`config.mk`:
```
export PLATFORM = sky130hd
export DESIGN_NAME = invader_formation_ctrl
export DESIGN_NICKNAME = d
export VERILOG_FILES = /design/src/rtl/invader_formation_ctrl.sv
export SDC_FILE = /design/constraint.sdc
export NUM_CORES = 1
export LEC_CHECK = 0
export ABC_AREA = 0
export ABC_CLOCK_PERIOD_IN_PS = 4900
export BUFFER_PORTS_ARGS = -buffer_cell sky130_fd_sc_hd__buf_4
export CAP_MARGIN = 20
export CORE_MARGIN = 3
export CORE_UTILIZATION = 52
export DETAILED_ROUTE_END_ITERATION = 6
export PLACE_DENSITY = 0.76
export SYNTH_ARGS = -nofsm -noshare
export SYNTH_HDL_FRONTEND = slang
export SYNTH_SLANG_ARGS = --single-unit
```
`constraint.sdc`:
```
create_clock -name clk -period 4.9 [get_ports clk]
set_clock_uncertainty 0.2 [all_clocks]
set_input_delay 0.245 -clock clk [delete_from_list [all_inputs] [get_ports clk]]
set_output_delay 0.245 -clock clk [all_outputs]
set_load 0.02 [all_outputs]
```
`src/rtl/invader_formation_ctrl.sv`:
```
// ---------------------------------------------------------------------------
// invader_formation_ctrl
//
// Sequences the enemy formation: keeps the grid origin, march direction and
// alive mask. The grid marches sideways one STEP_X per step and steps down
// by STEP_Y at the screen edges. Steps happen every `period` video frames,
// and the period shrinks as enemies die.
//
// Ports
//   clk          system clock
//   reset        asynchronous, active-high
//   frame_tick   1-cycle pulse per video frame
//   hit_valid    1-cycle pulse: a shot hit enemy (hit_col, hit_row)
//   hit_col      column index of the hit
//   hit_row      row index of the hit
//   new_wave     1-cycle pulse: restart formation (only in CLEARED/INVADED)
//   origin_x     x of column 0 left edge
//   origin_y     y of row 0 top edge
//   alive_mask   bit r*COLS+c = enemy (c,r) alive
//   alive_count  popcount of alive_mask
//   dir_right    1 = marching right
//   kill_pulse   1-cycle pulse when a hit clears a live enemy
//   cleared      level, formation wiped out
//   invaded      level, formation reached the invasion line
//   fsm_state    debug view of the formation state (0 RUN, 1 CLEARED,
//                2 INVADED)
//
// Handshake: hit_valid, frame_tick and new_wave are valid-only pulses with no
// ready; each is sampled on exactly the one clk edge where it is high and is
// never back-pressured. A pulse that is not applicable in the current state
// is dropped.
// ---------------------------------------------------------------------------
module invader_formation_ctrl #(
   parameter int COLS        = 8,
   parameter int ROWS        = 3,
   parameter int X0          = 40,
   parameter int Y0          = 40,
   parameter int DX          = 64,
   parameter int DY          = 40,
   parameter int SPRITE_W    = 32,
   parameter int SPRITE_H    = 24,
   parameter int STEP_X      = 4,
   parameter int STEP_Y      = 10,
   parameter int X_MIN       = 0,
   parameter int X_MAX       = 639,
   parameter int Y_LIMIT     = 440,
   parameter int BASE_FRAMES = 30,
   parameter int MIN_FRAMES  = 2
) (
   input  logic                 clk,
   input  logic                 reset,
   input  logic                 frame_tick,
   input  logic                 hit_valid,
   input  logic [2:0]           hit_col,
   input  logic [1:0]           hit_row,
   input  logic                 new_wave,
   output logic [9:0]           origin_x,
   output logic [9:0]           origin_y,
   output logic [COLS*ROWS-1:0] alive_mask,
   output logic [5:0]           alive_count,
   output logic                 dir_right,
   output logic                 kill_pulse,
   output logic                 cleared,
   output logic                 invaded,
   output logic [1:0]           fsm_state
);

   localparam int N  = COLS * ROWS;
   localparam int FW = $clog2(BASE_FRAMES + 1);

   // 11-bit geometry constants keep all position sums free of wrap.
   localparam logic [10:0] X0_W       = 11'(X0);
   localparam logic [10:0] Y0_W       = 11'(Y0);
   localparam logic [10:0] DX_W       = 11'(DX);
   localparam logic [10:0] DY_W       = 11'(DY);
   localparam logic [10:0] SPR_W_W    = 11'(SPRITE_W);
   localparam logic [10:0] SPR_H_W    = 11'(SPRITE_H);
   localparam logic [10:0] STEP_X_W   = 11'(STEP_X);
   localparam logic [10:0] STEP_Y_W   = 11'(STEP_Y);
   localparam logic [10:0] X_MAX_W    = 11'(X_MAX);
   localparam logic [10:0] LEFT_LIM_W = 11'(X_MIN + STEP_X);
   localparam logic [10:0] Y_LIMIT_W  = 11'(Y_LIMIT);
   localparam logic [7:0]  BASE_W     = 8'(BASE_FRAMES);
   localparam logic [7:0]  MIN_W      = 8'(MIN_FRAMES);
   localparam logic [7:0]  N_W        = 8'(N);

   typedef enum logic [1:0] {
      S_RUN     = 2'd0,
      S_CLEARED = 2'd1,
      S_INVADED = 2'd2
   } state_t;

   state_t          state_q, state_d;
   logic [10:0]     ox_q, ox_d;
   logic [10:0]     oy_q, oy_d;
   logic            dir_q, dir_d;
   logic [N-1:0]    mask_q, mask_d;
   logic [5:0]      cnt_q, cnt_d;
   logic [FW-1:0]   frame_q, frame_d;
   logic            kill_q, kill_d;

   // Formation extents from the registered mask
   logic [COLS-1:0] col_any;
   logic [ROWS-1:0] row_any;
   logic [10:0]     lc, rc, br;
   logic [10:0]     right_edge, left_edge, bottom_after_down;

   // Hit decode and frame pacing
   logic [N-1:0]    hit_sel;
   logic            live_hit;
   logic            last_kill;
   logic [7:0]      killed;
   logic [7:0]      period;
   logic [7:0]      frame_plus;
   logic            step_due;
   logic            step_down;

   // -------------------------------------------------------------------------
   // Combinational helpers: extents, hit decode, period
   // -------------------------------------------------------------------------
   always_comb begin
      col_any = '0;
      row_any = '0;
      hit_sel = '0;
      for (int r = 0; r < ROWS; r++) begin
         for (int c = 0; c < COLS; c++) begin
            if (mask_q[r*COLS + c]) begin
               col_any[c] = 1'b1;
               row_any[r] = 1'b1;
            end
            // Out-of-range coordinates match no position, so they are dropped.
            hit_sel[r*COLS + c] = hit_valid && (32'(hit_row) == r) && (32'(hit_col) == c);
         end
      end

      // Leftmost: scan downward so the lowest set index wins.
      lc = '0;
      for (int c = COLS - 1; c >= 0; c--) begin
         if (col_any[c]) lc = 11'(c);
      end
      rc = '0;
      for (int c = 0; c < COLS; c++) begin
         if (col_any[c]) rc = 11'(c);
      end
      br = '0;
      for (int r = 0; r < ROWS; r++) begin
         if (row_any[r]) br = 11'(r);
      end

      right_edge        = ox_q + rc * DX_W + SPR_W_W;
      left_edge         = ox_q + lc * DX_W;
      bottom_after_down = oy_q + STEP_Y_W + br * DY_W + SPR_H_W;

      live_hit  = (state_q == S_RUN) && |(hit_sel & mask_q);
      last_kill = live_hit && (cnt_q == 6'd1);

      killed     = N_W - 8'(cnt_q);
      period     = (killed + MIN_W >= BASE_W) ? MIN_W : (BASE_W - killed);
      frame_plus = 8'(frame_q) + 8'd1;
      step_due   = frame_plus >= period;
   end

   // -------------------------------------------------------------------------
   // State and datapath register
   // -------------------------------------------------------------------------
   always_ff @(posedge clk or posedge reset) begin
      if (reset) begin
         state_q <= S_RUN;
         ox_q    <= X0_W;
         oy_q    <= Y0_W;
         dir_q   <= 1'b1;
         mask_q  <= '1;
         cnt_q   <= 6'(N);
         frame_q <= '0;
         kill_q  <= 1'b0;
      end else begin
         state_q <= state_d;
         ox_q    <= ox_d;
         oy_q    <= oy_d;
         dir_q   <= dir_d;
         mask_q  <= mask_d;
         cnt_q   <= cnt_d;
         frame_q <= frame_d;
         kill_q  <= kill_d;
      end
   end

   // -------------------------------------------------------------------------
   // Next-state logic
   // -------------------------------------------------------------------------
   always_comb begin
      state_d   = state_q;
      ox_d      = ox_q;
      oy_d      = oy_q;
      dir_d     = dir_q;
      mask_d    = mask_q;
      cnt_d     = cnt_q;
      frame_d   = frame_q;
      kill_d    = 1'b0;
      step_down = 1'b0;

      case (state_q)
         S_RUN: begin
            if (live_hit) begin
               mask_d = mask_q & ~hit_sel;
               cnt_d  = cnt_q - 6'd1;
               kill_d = 1'b1;
            end

            // The final kill wins over any step due in the same cycle,
            // including an invading step-down: the grid freezes in place.
            if (last_kill) begin
               state_d = S_CLEARED;
            end else if (frame_tick) begin
               if (step_due) begin
                  frame_d = '0;
                  // Edges come from the pre-hit mask so a same-cycle kill
                  // cannot change the step already decided for this frame.
                  if (dir_q) begin
                     if (right_edge + STEP_X_W <= X_MAX_W) begin
                        ox_d = ox_q + STEP_X_W;
                     end else begin
                        oy_d      = oy_q + STEP_Y_W;
                        dir_d     = 1'b0;
                        step_down = 1'b1;
                     end
                  end else begin
                     if (left_edge >= LEFT_LIM_W) begin
                        ox_d = ox_q - STEP_X_W;
                     end else begin
                        oy_d      = oy_q + STEP_Y_W;
                        dir_d     = 1'b1;
                        step_down = 1'b1;
                     end
                  end
                  if (step_down && (bottom_after_down >= Y_LIMIT_W)) begin
                     state_d = S_INVADED;
                  end
               end else begin
                  frame_d = frame_q + 1'b1;
               end
            end
         end

         S_CLEARED, S_INVADED: begin
            if (new_wave) begin
               state_d = S_RUN;
               ox_d    = X0_W;
               oy_d    = Y0_W;
               dir_d   = 1'b1;
               mask_d  = '1;
               cnt_d   = 6'(N);
               frame_d = '0;
            end
         end

         default: begin
            state_d = S_RUN;
         end
      endcase
   end

   // -------------------------------------------------------------------------
   // Outputs
   // -------------------------------------------------------------------------
   always_comb begin
      origin_x    = ox_q[9:0];
      origin_y    = oy_q[9:0];
      alive_mask  = mask_q;
      alive_count = cnt_q;
      dir_right   = dir_q;
      kill_pulse  = kill_q;
      cleared     = (state_q == S_CLEARED);
      invaded     = (state_q == S_INVADED);
      fsm_state   = state_q;
   end

endmodule

```
==> results.ini <==
[status]
status=completed

[clock_network]
htree_num_levels=3
cts_made_buffers=9
tritoncts=built
clk_latency_ns=0.34
cts.sinks=58
clkTransAtPathRegs_ns=0.07
clockBufferDepth=2
clockRootBuffer=clkbuf_8

[route]
initialDrtViolationCount=297
postRouteAntennaNets=0
wl_microns=12740
vias_per_cell=6.201
drtPass1Iterations=6
routed-via-count=4465
drcViolationCount=0
wl_per_cell_microns=17.70

[sta]
worst_pin_slew_ns=0.9884
final-setup-viol-count=0
relSlewSlack_pct=33.92
period_needed_ns=4.635
drv_slew=0
grt_setup_unrepaired=no
period_share_pct=94.59
fin_setup_tns_ns=0
whs_ns=0.1132
hold_viol_final=0
fmax_mhz=215.7

[floorplan]
core.rowCount=34
initial_utilization_pct=54.89
core_sq_mm=0.008934
die-area_sq_mm=0.01063
die_h_microns=103.1
die_w_microns=103.1
io_pins=66

[hold_path]
hold_class=in -> reg
min-delay-start=hit_valid

[worst_setup_path]
path_class=reg -> reg
cp-startpoint=alive_count[1]$_DFFE_PP0P_
critPathLaunchType=register
rr_startpoint=alive_count[1]$_DFFE_PP0P_
cp_max_fo=16
cp.arrival_ns=4.66
endpoint_kind=register
worstPathRequired_ns=4.93

[finish]
postLayoutCellArea_sq_mm=0.005504
nets=658
fillers=755
num_antenna_cells=0
area_growth_pct=12.25
drive_gt1_share_pct=21.57
final_cells=720

[logic_synthesis]
synthTopCellsByCount=nand2_1 (63), o21ai_0 (42), ha_1 (38)
ys.warnings.count=0
async_flop_share_pct=100.0
synth.most_common_cell=nand2_1
yosys.area.top_type=dfstp_2
ys.flop_type=dfstp_2
synth_cell_types=71
synth_area_sq_mm=0.004903
syn_inst=566
synth_edf_count=0
yosys-top-cells-area=dfstp_2 (17%), dfrtp_1 (14%), ha_1 (9.7%)
synth.avg_cell_area_sq_um=8.663
yosysTopAreaCellShare_pct=16.61
synth_seq_cells=58
synth_seq_area_share_pct=30.39

[flow_run]
cap_viol_max_count=0

[pwr]
p_leak_nw=2.440
ir_worst_vdd_uv=369.7
power_w=0.004159
p_per_area_mw_per_mm2=755.7

[place]
dp_hpwl_microns=9521
dp_cells=701
numPortBuffers=62
dpl_cell_area_sq_mm=0.005279
routabilityCongestion=0.9206

[global_routing]
grt_max_degree=31
use_met3_pct=3.518
grt_use_met2_pct=41.05
grt_usage_pct=25.24
antenna_found_initial=0
grt_pass1_wl_microns=21230
grt_use_met1_pct=34.47
grt.busiest_layer=met2
grt_pass1_vias=4331
grt-ovfl-total=0

==> per-layer routing <==
layer,part of all wire [%],up-vias
li1,-,2125
met3,5.5,29
met1,45,2137
met2,48,174
met4,1.9,0
met5,0,-
==> path summary, 6_finish.rpt <==
| check | endpoint | slack (ns) | cells after the start |
|---|---|---|---|
| worst min-delay path | kill_pulse$_DFF_PP0_ | 0.11 | 4 |
| worst max register to register | oy_q[1]$_DFFE_PP0P_ | 0.26 | 17 |
| min in group asynchronous | oy_q[8]$_DFFE_PP0P_ | 0.37 | 3 |
| worst min register to register | alive_mask[1]$_DFFE_PP1P_ | 0.30 | 2 |
| max in group asynchronous | ox_q[5]$_DFFE_PP1P_ | 3.26 | 4 |
| worst max-delay path | oy_q[1]$_DFFE_PP0P_ | 0.26 | 17 |
==> stage by stage <==
| stage | utilization [%] | setup slack, ns |
|---|---|---|
| detailed placement | 59.09 | 0.2240 |
| global route | 61.61 | 0.003249 |
| CTS | 61.43 | 0.1894 |
| finish | 61.61 | 0.2649 |
| floorplan | - | 0.2132 |
| global placement | 59.09 | 0.4170 |
==> cell usage in the layout, fill, tap and decap left out, types with 4 or more instances in the layout <==
cell type,count
ha_1,38
and2_1,7
or3_1,5
o31ai_1,13
o21bai_1,5
o2bb2ai_1,6
nor4_1,9
nand2_1,63
a31oi_1,4
mux2i_1,8
buf_4,68
xor2_1,8
o21ai_0,42
nor2b_1,9
a211oi_1,6
a21o_1,13
nand2b_1,8
o21a_1,5
inv_1,32
mux2_2,7
clkbuf_8,10
and3_1,4
xnor2_1,19
o2111ai_1,4
a21oi_1,21
nand3_1,12
a32o_1,4
nor3_1,24
dfrtp_1,27
nor2_1,26
dfstp_2,31
==> logic make-up (layout without fill, tap and decap cells) <==
logic type	Yosys count	in the layout	share of synthesized area, %
muxes	16	16	3.547
xor gates and xnor gates	28	28	5.001
AOI/OAI and AO/OA	159	159	22.79
other	1	3	0.07648
and+or+nand+nor	187	187	19.16
adders and majority gates	41	41	10.92
buffers and inverters	76	120	8.114
DFF	58	58	30.39
==> area by class of cell <==
class                   instances  area (sq um)  share of cell area [%]
clock buffers                  13         148.9                   2.705
clock inverters                 3         40.04                  0.7274
inverters                      34         127.6                   2.319
multi-input cells             434          3032                   55.08
flip-flops and latches         58          1490                   27.07
well taps                     108         135.1                   2.455
repair buffers                 70         530.5                   9.639
==> critical path, stage by stage, from the launching register on <==
cell and delay [ns]:
dfrtp_1 0.48, inv_1 0.13, ha_1 0.31, xnor2_2 0.25, ha_1 0.25, nor3_1 0.09, nor4b_2 0.22, o21ai_1 0.10
and4_1 0.23, and2_1 0.19, ha_1 0.26, nand2b_1 0.11, a21o_1 0.12, a211oi_1 0.07, o31a_1 0.31, a41o_4 0.32
o41a_2 0.57, mux2_2 0.30
==> power breakdown <==
part | leakage, nW | internal [W] | switching (W)
logic | 1.66 | 0.00114 | 0.00150
registers | 0.679 | 0.000767 | 0.000318
clock network | 0.0974 | 0.000248 | 0.000193
==> state kept, by name (all words and copies together) (netlist names) <==
signal,count
alive_mask,24
oy_q,10
ox_q,9
alive_count,6
frame_q,5
fsm_state,2
dir_right,1
kill_pulse,1
==> timing repair <==
action	4_1_cts	5_1_grt
hold endpoints to repair	18	0
gates resized for setup	0	2
buffers inserted	0	0
endpoints found under the setup margin	0	11
hold buffers	2	0
Note: power is estimated with default switching activity, not from simulation.
